`src/rtl/axi_slv_pkg.sv`:
```
// rtl/axi_slv_pkg.sv - shared types for the AXI3 write-channel slave
package axi_slv_pkg;

  // FIFO entry widths; the slave's ADDR_W/ID_W parameters default to these.
  localparam int AXI_ADDR_W = 32;
  localparam int AXI_ID_W   = 4;

  typedef enum logic [1:0] {
    BURST_FIXED = 2'b00,
    BURST_INCR  = 2'b01,
    BURST_WRAP  = 2'b10,
    BURST_RSVD  = 2'b11
  } burst_e;

  typedef enum logic [1:0] {
    RESP_OKAY   = 2'b00,
    RESP_SLVERR = 2'b10
  } resp_e;

  typedef enum logic [1:0] {
    WR_IDLE,
    WR_DATA,
    WR_RESP
  } wr_fsm_e;

  typedef struct packed {
    logic [AXI_ADDR_W-1:0] addr;
    logic [AXI_ID_W-1:0]   id;
    logic [3:0]            len;
    logic [2:0]            size;
    burst_e                burst;
  } aw_entry_t;

  typedef struct packed {
    logic [AXI_ID_W-1:0] id;
    resp_e               resp;
  } b_entry_t;

endpackage

```
`src/rtl/axi_slv_fifo.sv`:
```
// rtl/axi_slv_fifo.sv - synchronous FIFO with occupancy count for AW commands and B responses
module axi_slv_fifo #(
  parameter int WIDTH = 8,
  parameter int DEPTH = 4
) (
  input  logic                     clk,
  input  logic                     rst,
  input  logic                     push,
  input  logic [WIDTH-1:0]         push_data,
  input  logic                     pop,
  output logic [WIDTH-1:0]         pop_data,
  output logic                     full,
  output logic                     empty,
  output logic [$clog2(DEPTH):0]   count
);

  localparam int PTR_W = $clog2(DEPTH);
  localparam int CNT_W = PTR_W + 1;

  logic [WIDTH-1:0] mem [DEPTH];
  logic [PTR_W-1:0] wr_ptr;
  logic [PTR_W-1:0] rd_ptr;
  logic             do_push;
  logic             do_pop;

  assign full     = (count == CNT_W'(DEPTH));
  assign empty    = (count == '0);
  assign do_pop   = pop && !empty;
  // a pop in the same cycle frees the slot, so a full FIFO still accepts the push
  assign do_push  = push && (!full || do_pop);
  assign pop_data = mem[rd_ptr];

  always_ff @(posedge clk or negedge rst) begin
    if (!rst) begin
      wr_ptr <= '0;
      rd_ptr <= '0;
      count  <= '0;
      for (int i = 0; i < DEPTH; i++) mem[i] <= '0;
    end else begin
      if (do_push) begin
        mem[wr_ptr] <= push_data;
        wr_ptr      <= wr_ptr + PTR_W'(1);
      end
      if (do_pop) rd_ptr <= rd_ptr + PTR_W'(1);
      case ({do_push, do_pop})
        2'b10:   count <= count + CNT_W'(1);
        2'b01:   count <= count - CNT_W'(1);
        default: count <= count;
      endcase
    end
  end

endmodule

```
`src/rtl/axi_wr_slave.sv`:
```
// rtl/axi_wr_slave.sv - AXI3 write slave: AW/W to registered memory write port, one B per burst
// Optional WLAST/WID checking is compiled in with AXI_WR_PROTO_CHECK_EN.
module axi_wr_slave
  import axi_slv_pkg::*;
#(
  parameter int AW_DEPTH = 4,
  parameter int B_DEPTH  = 4,
  parameter int ADDR_W   = AXI_ADDR_W,
  parameter int DATA_W   = 64,
  parameter int ID_W     = AXI_ID_W
) (
  input  logic              clk,
  input  logic              rst,
  input  logic              AWVALID,
  output logic              AWREADY,
  input  logic [ADDR_W-1:0] AWADDR,
  input  logic [ID_W-1:0]   AWID,
  input  logic [3:0]        AWLEN,
  input  logic [2:0]        AWSIZE,
  input  logic [1:0]        AWBURST,
  input  logic              WVALID,
  output logic              WREADY,
  input  logic [DATA_W-1:0] WDATA,
  input  logic [ID_W-1:0]   WID,
  input  logic              WLAST,
  output logic              BVALID,
  input  logic              BREADY,
  output logic [ID_W-1:0]   BID,
  output logic [1:0]        BRESP,
  output logic              mem_wr_en,
  output logic [ADDR_W-1:0] mem_wr_addr,
  output logic [DATA_W-1:0] mem_wr_data
);

  localparam int AW_CW = $clog2(AW_DEPTH) + 1;
  localparam int B_CW  = $clog2(B_DEPTH) + 1;

  aw_entry_t             aw_in, aw_q;
  b_entry_t              b_in, b_q;
  logic [$bits(aw_entry_t)-1:0] aw_rdata;
  logic [$bits(b_entry_t)-1:0]  b_rdata;
  logic                  aw_push, aw_pop, aw_full, aw_empty;
  logic                  b_push, b_pop, b_full, b_empty;
  logic [AW_CW-1:0]      aw_count, aw_level_nxt;
  logic [B_CW-1:0]       b_count;
  logic                  aw_ready_q;

  wr_fsm_e               state, state_nxt;
  logic [3:0]            beat_cnt;
  logic [ADDR_W-1:0]     cur_addr, addr_nxt, addr_inc, wrap_mask;
  logic [2:0]            cur_size;
  burst_e                cur_burst;
  logic [ID_W-1:0]       cur_id;
  logic                  err, beat_err, last_beat, w_hs;
  logic                  unused_sigs;

  assign aw_in = '{addr: AXI_ADDR_W'(AWADDR), id: AXI_ID_W'(AWID), len: AWLEN,
                   size: AWSIZE, burst: burst_e'(AWBURST)};
  assign aw_q  = aw_entry_t'(aw_rdata);
  assign b_in  = '{id: AXI_ID_W'(cur_id), resp: (err ? RESP_SLVERR : RESP_OKAY)};
  assign b_q   = b_entry_t'(b_rdata);

  assign AWREADY = aw_ready_q;
  assign aw_push = AWVALID && aw_ready_q;
  assign BVALID  = !b_empty;
  assign BID     = ID_W'(b_q.id);
  assign BRESP   = b_q.resp;
  assign b_pop   = BVALID && BREADY;

  axi_slv_fifo #(.WIDTH($bits(aw_entry_t)), .DEPTH(AW_DEPTH)) u_aw_fifo (
    .clk(clk), .rst(rst), .push(aw_push), .push_data(aw_in), .pop(aw_pop),
    .pop_data(aw_rdata), .full(aw_full), .empty(aw_empty), .count(aw_count)
  );

  axi_slv_fifo #(.WIDTH($bits(b_entry_t)), .DEPTH(B_DEPTH)) u_b_fifo (
    .clk(clk), .rst(rst), .push(b_push), .push_data(b_in), .pop(b_pop),
    .pop_data(b_rdata), .full(b_full), .empty(b_empty), .count(b_count)
  );

  // AWREADY is registered, so it is computed from the occupancy after this edge
  assign aw_level_nxt = aw_count + AW_CW'(aw_push) - AW_CW'(aw_pop);

  always_ff @(posedge clk or negedge rst) begin
    if (!rst) aw_ready_q <= 1'b0;
    else      aw_ready_q <= (aw_level_nxt < AW_CW'(AW_DEPTH));
  end

  assign last_beat = (beat_cnt == 4'd0);
  assign w_hs      = WVALID && WREADY;

`ifdef AXI_WR_PROTO_CHECK_EN
  assign beat_err    = (WLAST != last_beat) || (WID != cur_id);
  assign unused_sigs = ^{aw_full, b_count};
`else
  assign beat_err    = 1'b0;
  assign unused_sigs = ^{aw_full, b_count, WLAST, WID};
`endif

  always_ff @(posedge clk or negedge rst) begin
    if (!rst) state <= WR_IDLE;
    else      state <= state_nxt;
  end

  always_comb begin
    state_nxt = state;
    aw_pop    = 1'b0;
    b_push    = 1'b0;
    WREADY    = 1'b0;
    case (state)
      WR_IDLE: begin
        // only start a burst when its response is guaranteed a B slot
        if (!aw_empty && !b_full) begin
          aw_pop    = 1'b1;
          state_nxt = WR_DATA;
        end
      end
      WR_DATA: begin
        WREADY = 1'b1;
        if (WVALID && last_beat) state_nxt = WR_RESP;
      end
      WR_RESP: begin
        b_push    = 1'b1;
        state_nxt = WR_IDLE;
      end
      default: state_nxt = WR_IDLE;
    endcase
  end

  always_comb begin
    addr_inc = ADDR_W'(1) << cur_size;
    case (cur_burst)
      BURST_FIXED: addr_nxt = cur_addr;
      BURST_WRAP:  addr_nxt = (cur_addr & ~wrap_mask) | ((cur_addr + addr_inc) & wrap_mask);
      default:     addr_nxt = cur_addr + addr_inc;
    endcase
  end

  always_ff @(posedge clk or negedge rst) begin
    if (!rst) begin
      beat_cnt    <= '0;
      cur_addr    <= '0;
      cur_size    <= '0;
      cur_burst   <= BURST_FIXED;
      cur_id      <= '0;
      wrap_mask   <= '0;
      err         <= 1'b0;
      mem_wr_en   <= 1'b0;
      mem_wr_addr <= '0;
      mem_wr_data <= '0;
    end else begin
      mem_wr_en <= 1'b0;
      if (aw_pop) begin
        beat_cnt  <= aw_q.len;
        cur_addr  <= ADDR_W'(aw_q.addr);
        cur_size  <= aw_q.size;
        cur_burst <= aw_q.burst;
        cur_id    <= ID_W'(aw_q.id);
        wrap_mask <= ((ADDR_W'(aw_q.len) + ADDR_W'(1)) << aw_q.size) - ADDR_W'(1);
        err       <= (aw_q.burst == BURST_RSVD);
      end else if (w_hs) begin
        mem_wr_en   <= !err && !beat_err;
        mem_wr_addr <= cur_addr;
        mem_wr_data <= WDATA;
        err         <= err || beat_err;
        if (!last_beat) begin
          beat_cnt <= beat_cnt - 4'd1;
          cur_addr <= addr_nxt;
        end
      end
    end
  end

endmodule
```
`config.mk`:
```
export PLATFORM = sky130hd
export DESIGN_NAME = axi_wr_slave
export DESIGN_NICKNAME = d
export VERILOG_FILES = /design/src/rtl/axi_slv_pkg.sv /design/src/rtl/axi_slv_fifo.sv /design/src/rtl/axi_wr_slave.sv
export SDC_FILE = /design/constraint.sdc
export NUM_CORES = 1
export LEC_CHECK = 0
export BUFFER_PORTS_ARGS = -buffer_cell sky130_fd_sc_hd__buf_2
export CORE_ASPECT_RATIO = 0.8
export CORE_MARGIN = 3
export CORE_UTILIZATION = 32
export CTS_CLUSTER_DIAMETER = 100
export DETAILED_ROUTE_END_ITERATION = 8
export PLACE_DENSITY_LB_ADDON = 0.12
export SYNTH_ARGS = -nofsm -noshare
export SYNTH_HDL_FRONTEND = slang
export SYNTH_HIERARCHICAL = 1
export SYNTH_SLANG_ARGS = --single-unit
```
`constraint.sdc`:
```
create_clock -name clk -period 4.1 [get_ports clk]
set_input_delay 0 -clock clk [delete_from_list [all_inputs] [get_ports clk]]
set_output_delay 0 -clock clk [all_outputs]
set_load 0.005 [all_outputs]
```
==> results.md, run 1 <==
- Relative max-transition margin: 48.14%
- Final setup TNS: 0 ns
- Worst-case vdd ir drop: 0.3446 mV
- RSZ-0062 raised after global routing: no
- Most common cell after layout, fill and taps aside: sky130_fd_sc_hd__dfrtp_1
- Detailed-route DRC error count: 0
- Fmax: 278.2 MHz
- Fraction of the cycle the final worst path needs: 87.67%
- Global-route wire length before repair: 73060 microns
- Filler cell count: 5182
- Met1 routing resource usage after global routing: 21.97%
- Total area of sequential cells: 0.009689 sq mm
- Endpoints failing setup: 0
- Horizontal extent of the die: 270.4 microns
- Leakage power: 9.933 nW
- Average vias per placed instance: 4.817
- Number of pins with negative max-slew slack in the final report: 0
- Growth of design area from synthesis to finish: 25.51%
- Root Buffer: sky130_fd_sc_hd__clkbuf_16
- Fraction of layout cells with a size suffix above 1: 40.22%
- GRT overflow: 0
- Initial core utilization: 32.78%
- Highest-count cells in the layout ignoring fill and taps: 385 x sky130_fd_sc_hd__dfrtp_1, 297 x sky130_fd_sc_hd__mux2_2, 218 x sky130_fd_sc_hd__buf_2
- Die height: 217.5 microns
- Max Cap Viol: 0
- Most frequent CP cell: sky130_fd_sc_hd__ha_1
- GR Layer Usage met3: 2.794%
- Half-perimeter wire length of the detailed placement result: 28950 microns
- Maximum number of pins on one net before global-route repair: 118
- Critical Path RT: 4.59 ns
- Residual antenna-violating net count after detailed routing: 0
- Design Area, Final: 0.02246 sq mm
- Gates resized, CTS repair: 0
- Outcome: complete, no violations
- Inserted Clock Buffers: 44
- Placer Congestion: 0.8104
- Total Power: 0.01892 W
- I/O pin total: 225
- Htree depth: 2
- Endpoint type of the worst setup path: register
- Fin crit period: 3.594 ns
- Wirelength per Cell: 18.50 microns
- Hold Crit Class: in -> async
- Overall fraction of global-route tracks in use: 15.59%
- Clock-pin slew on the worst setup and hold paths: 0.06 ns
- Library cell contributing the largest single delay on the critical path: sky130_fd_sc_hd__mux4_2
- Synth Cell Area: 0.01789 sq mm
- Vias in the first global route: 12626
- Element type at the critical path start: register
- Drt total wl: 45230 microns
- Pwr per Cell Area: 842.8 mW/mm^2
- Largest clock skew in the final design: 0.02922 ns
- Number of hold-slack violations in the final timing report: 0
- Synthesized netlist cell count: 1335
- Area of the die: 0.05880 sq mm
- Arrival time worst endpoint: 4.08 ns
- Post-route core utilization: 41.14%
- Clk buf depth: 3
- Number of warnings reported in the yosys synthesis log: 6
- Largest stage delay on the critical path: 0.67 ns
- Critical Path Fanout Max: 11
- Instance area after placement: 0.01979 sq mm
- Met2 layer usage reported by global route: 24.78%
- Setup slack after layout: 0.5055 ns
- Clock network latency to the later pin of the worst-skew pair: 0.58 ns
- Actual transition at the worst max-transition pin: 0.7780 ns
- Num rows: 76
- Number of search-and-repair iterations in the first detailed-routing pass: 5
- TritonCTS clock tree: built
- Vias after detailed routing: 11778
- DRC violation total after the first TritonRoute iteration: 614
- Initial antenna violation count: 2
- Combined area of the multi-input logic cells: 0.007687 sq mm
- Port-buffer cells: 219
- Cells along the critical path: mux4_2 -> ha_1 -> mux2_2 -> a221oi_2 -> nand2_1 -> a2111oi_2 -> nand4_1 -> nor2b_1 -> ha_1 -> o21ai_0
- Post-synthesis area per instance: 13.40 sq um
- Global route hottest layer: met2
- Total number of clock tree sinks: 387
- Placeable core area: 0.05458 sq mm
- Placement Setup Slack: 0.5864 ns
- Net count reported at finish: 1816
- Critical path type: reg -> reg
-- report_power, final --
group          switching (W)  internal, W
registers            0.00118      0.00565
clock network        0.00163      0.00256
logic                0.00387      0.00404
total                0.00668       0.0122
-- state kept, by name, indices dropped and copies added, names as in the netlist, named ones only --
signal and flops:
u_aw_fifo/mem 180, mem_wr_data 64, mem_wr_addr 32, u_b_fifo/mem 24, wrap_mask 23, beat_cnt 4, cur_id 4, cur_size 3
u_aw_fifo/count 3, u_b_fifo/count 3, cur_burst 2, state 2, u_aw_fifo/rd_ptr 2, u_aw_fifo/wr_ptr 2, u_b_fifo/rd_ptr 2, u_b_fifo/wr_ptr 2
AWREADY 1, err 1, mem_wr_en 1
-- final timing paths --
check                                         start            endpoint  slack (ns)  cells after the start
worst max-delay path            u_aw_fifo/rd_ptr[0]       wrap_mask[11]        0.51                     10
worst max register to register  u_aw_fifo/rd_ptr[0]       wrap_mask[11]        0.51                     10
worst min register to register        wrap_mask[25]       wrap_mask[25]        0.47                      1
worst min-delay path                            rst  u_aw_fifo/mem[150]        0.06                      2
min in group clk                          WDATA[17]     mem_wr_data[17]        0.18                      3
max in group asynchronous                       rst     u_b_fifo/mem[2]        2.95                      3
-- final cells by class --
class / count / share of cell area (%)
diodes: 1 / 0.01114
clock buffers: 64 / 5.739
clock inverters: 16 / 1.103
inverters: 32 / 0.5349
multi-input cells: 848 / 34.23
flip-flops and latches: 387 / 43.15
well taps: 741 / 4.129
repair buffers: 356 / 11.10
-- stage by stage --
stage,hold WS (ns),instances
after floorplan,-0.2956,1338
after global placement,0.07694,2251
after detailed placement,0.07241,2251
after CTS,0.04736,2444
after global routing,0.1056,2444
final,0.06022,2445
-- worst max-delay path: cells and delay by family, from the launching register on --
kind,cells,cell delay [ns]
compound gates,3,0.90
fa+ha+maj,2,0.57
simple gates,3,0.55
mux,2,0.98
flops,1,0.50
-- what timing repair did --
action / CTS / global route
endpoints found under the hold margin: 332 / 0
hold buffers: 113 / 0
setup buffers: 0 / 0
-- metal layers --
metal / up-vias / wire length (microns)
met5: - / 13
met4: 2 / 959
met3: 67 / 1774
met2: 202 / 20770
met1: 5974 / 21710
li1: 5533 / -
Note: power is estimated with default switching activity, not from simulation.
==> inputs of run 2 (changes only) <==
CORE_MARGIN = default   (was 3)
==> results.md, run 2 (same netlist as run 1, synthesis figures left out) <==
- Outcome: complete, no violations
- Arrival time worst endpoint: 4.01 ns (-0.07 ns)
- Initial core utilization: 32.41% (-0.37 points)
- Endpoints failing setup: 0 (unchanged)
- Cells along the critical path: mux4_2 -> ha_1 -> mux2_2 -> a221oi_2 -> a22oi_1 -> o21ai_0 -> nand4_1 -> nor2b_1 -> ha_1 -> o21ai_0
- TritonCTS clock tree: built
- RSZ-0062 raised after global routing: no
- Residual antenna-violating net count after detailed routing: 0 (unchanged)
- Placement Setup Slack: 0.5587 ns (-0.02771 ns)
- Clock network latency to the later pin of the worst-skew pair: 0.57 ns (about the same)
- Die height: 213.5 microns (-1.8%)
- Htree depth: 2 (unchanged)
- Leakage power: 9.862 nW (-0.71%)
- Element type at the critical path start: register
- Port-buffer cells: 219 (unchanged)
- Fin crit period: 3.534 ns (-0.06028 ns)
- Actual transition at the worst max-transition pin: 0.9782 ns (+0.2002 ns)
- Half-perimeter wire length of the detailed placement result: 28690 microns (-0.91%)
- Cell type group with the largest total delay on the critical path: compound AO/OA/AOI/OAI gates
- Overall fraction of global-route tracks in use: 15.82% (+0.23 points)
- Horizontal extent of the die: 266.4 microns (-1.5%)
- Initial antenna violation count: 2 (unchanged)
- Max Cap Viol: 0 (unchanged)
- Growth of design area from synthesis to finish: 24.82%
- Fraction of the cycle the final worst path needs: 86.20% (-1.5 points)
- Design Area, Final: 0.02233 sq mm (-0.55%)
- Largest stage delay on the critical path: 0.66 ns (about the same)
- Critical Path Fanout Max: 11 (unchanged)
- Average vias per placed instance: 4.813 (about the same)
- Leading registers by flop count: u_aw_fifo/mem: 180 flops, mem_wr_data: 64 flops, mem_wr_addr: 32 flops
- Max reg flops: 180 (unchanged)
- Global-route wire length before repair: 70210 microns (-3.9%)
- Area of the die: 0.05687 sq mm (-3.3%)
- Most common cell after layout, fill and taps aside: sky130_fd_sc_hd__dfrtp_1
- I/O pin total: 225 (unchanged)
- Instance area after placement: 0.01979 sq mm (about the same)
- Setup slack after layout: 0.5658 ns (+0.06028 ns)
- Drt total wl: 44550 microns (-1.5%)
- Worst-case vdd ir drop: 0.3226 mV (-6.4%)
- Maximum number of pins on one net before global-route repair: 107 (-9.3%)
- Root Buffer: sky130_fd_sc_hd__clkbuf_16
- Endpoint type of the worst setup path: register
- Fmax: 283.0 MHz (+1.7%)
- Biggest register: u_aw_fifo/mem
- Buffer count from post-CTS setup fixing: 0 (unchanged)
- Net count reported at finish: 1815 (-0.055%)
- Fraction of layout cells with a size suffix above 1: 39.88% (-0.34 points)
- Wirelength per Cell: 18.21 microns (-1.6%)
- Highest-count cells in the layout ignoring fill and taps: 385 x sky130_fd_sc_hd__dfrtp_1, 297 x sky130_fd_sc_hd__mux2_2, 218 x sky130_fd_sc_hd__buf_2
- Number of search-and-repair iterations in the first detailed-routing pass: 4 (-1)
- Vias in the first global route: 11876 (-5.9%)
- Critical path type: reg -> reg
- Detailed-route DRC error count: 0 (unchanged)
- Number of hold-slack violations in the final timing report: 0 (unchanged)
- Placeable core area: 0.05520 sq mm (+1.1%)
- Relative max-transition margin: 34.79% (-13 points)
- Total number of clock tree sinks: 387 (unchanged)
- DRC violation total after the first TritonRoute iteration: 623 (+1.5%)
- Library cell contributing the largest single delay on the critical path: sky130_fd_sc_hd__mux4_2
- Hold Crit Class: in -> async
- Final hold slack: 0.05283 ns (-0.007387 ns)
- Register-to-register path setup slack: 0.57 ns (+0.06 ns)
- Vias after detailed routing: 11772 (-0.051%)
- Inserted Clock Buffers: 44 (unchanged)
- Placer Congestion: 0.8263 (+2.0%)
- Buffering stage count on the worst path with inverters included: 0 (unchanged)
- Clk buf depth: 3 (unchanged)
- GRT overflow: 0 (unchanged)
- Pwr per Cell Area: 833.2 mW/mm^2 (-1.1%)
- Critical Path RT: 4.58 ns (about the same)
- Clock-pin slew on the worst setup and hold paths: 0.06 ns (about the same)
- Num rows: 77 (+1.3%)
- Number of pins with negative max-slew slack in the final report: 0 (unchanged)
- Largest clock skew in the final design: 0.02297 ns (-0.006244 ns)
- Final setup TNS: 0 ns (unchanged)
- Gates resized, CTS repair: 0 (unchanged)
-- run 2: path summary, 6_finish.rpt --
check | depth (start not counted) | startpoint | to
max in group asynchronous | 3 | rst | u_aw_fifo/rd_ptr[0]
max | 10 | u_aw_fifo/rd_ptr[0] | wrap_mask[11]
max reg2reg | 10 | u_aw_fifo/rd_ptr[0] | wrap_mask[11]
min | 2 | rst | mem_wr_data[62]
min reg2reg | 2 | wrap_mask[10] | wrap_mask[10]
min in group clk | 3 | WDATA[6] | mem_wr_data[6]
-- run 2: routing by layer --
layer / track usage, % / part of all wire (%) / up-vias / routed length [microns]
li1: - / - / 5513 / -
met1: 23.15 / 49 / 6006 / 21730
met2: 24.21 / 46 / 206 / 20280
met3: 2.871 / 4.2 / 45 / 1871
met4: 3.765 / 1.5 / 2 / 654
met5: 0 / 0.018 / - / 8
-- run 2: repair_timing --
action	CTS	global route
setup endpoints to repair	0	0
hold buffers	113	0
endpoints found under the hold margin	334	0
-- run 2: where the power goes --
group	switching (W)	leakage, nW	internal, W
Clock	0.00156	0.687	0.00234
Sequential	0.00118	4.69	0.00565
Combinational	0.00384	4.48	0.00402
-- run 2: final cells by class --
type                    count  area [sq um]
diodes                      1         2.502
clock buffers              69          1336
clock inverters             4         72.57
fillers                  5237         32870
inverters                  32         120.1
multi-input cells         848          7687
flip-flops and latches    387          9689
well taps                 750         938.4
repair buffers            355          2485
-- run 2: through the flow --
step | total power (W) | utilization [%] | std cells
after CTS | 0.01895 | 40.45 | 2445
after global placement | 0.01467 | 35.85 | 2259
after floorplan | 0.01239 | - | 1338
after detailed placement | 0.01482 | 35.85 | 2259
after global routing | 0.02010 | 40.45 | 2446
final | 0.01861 | 40.45 | 2446
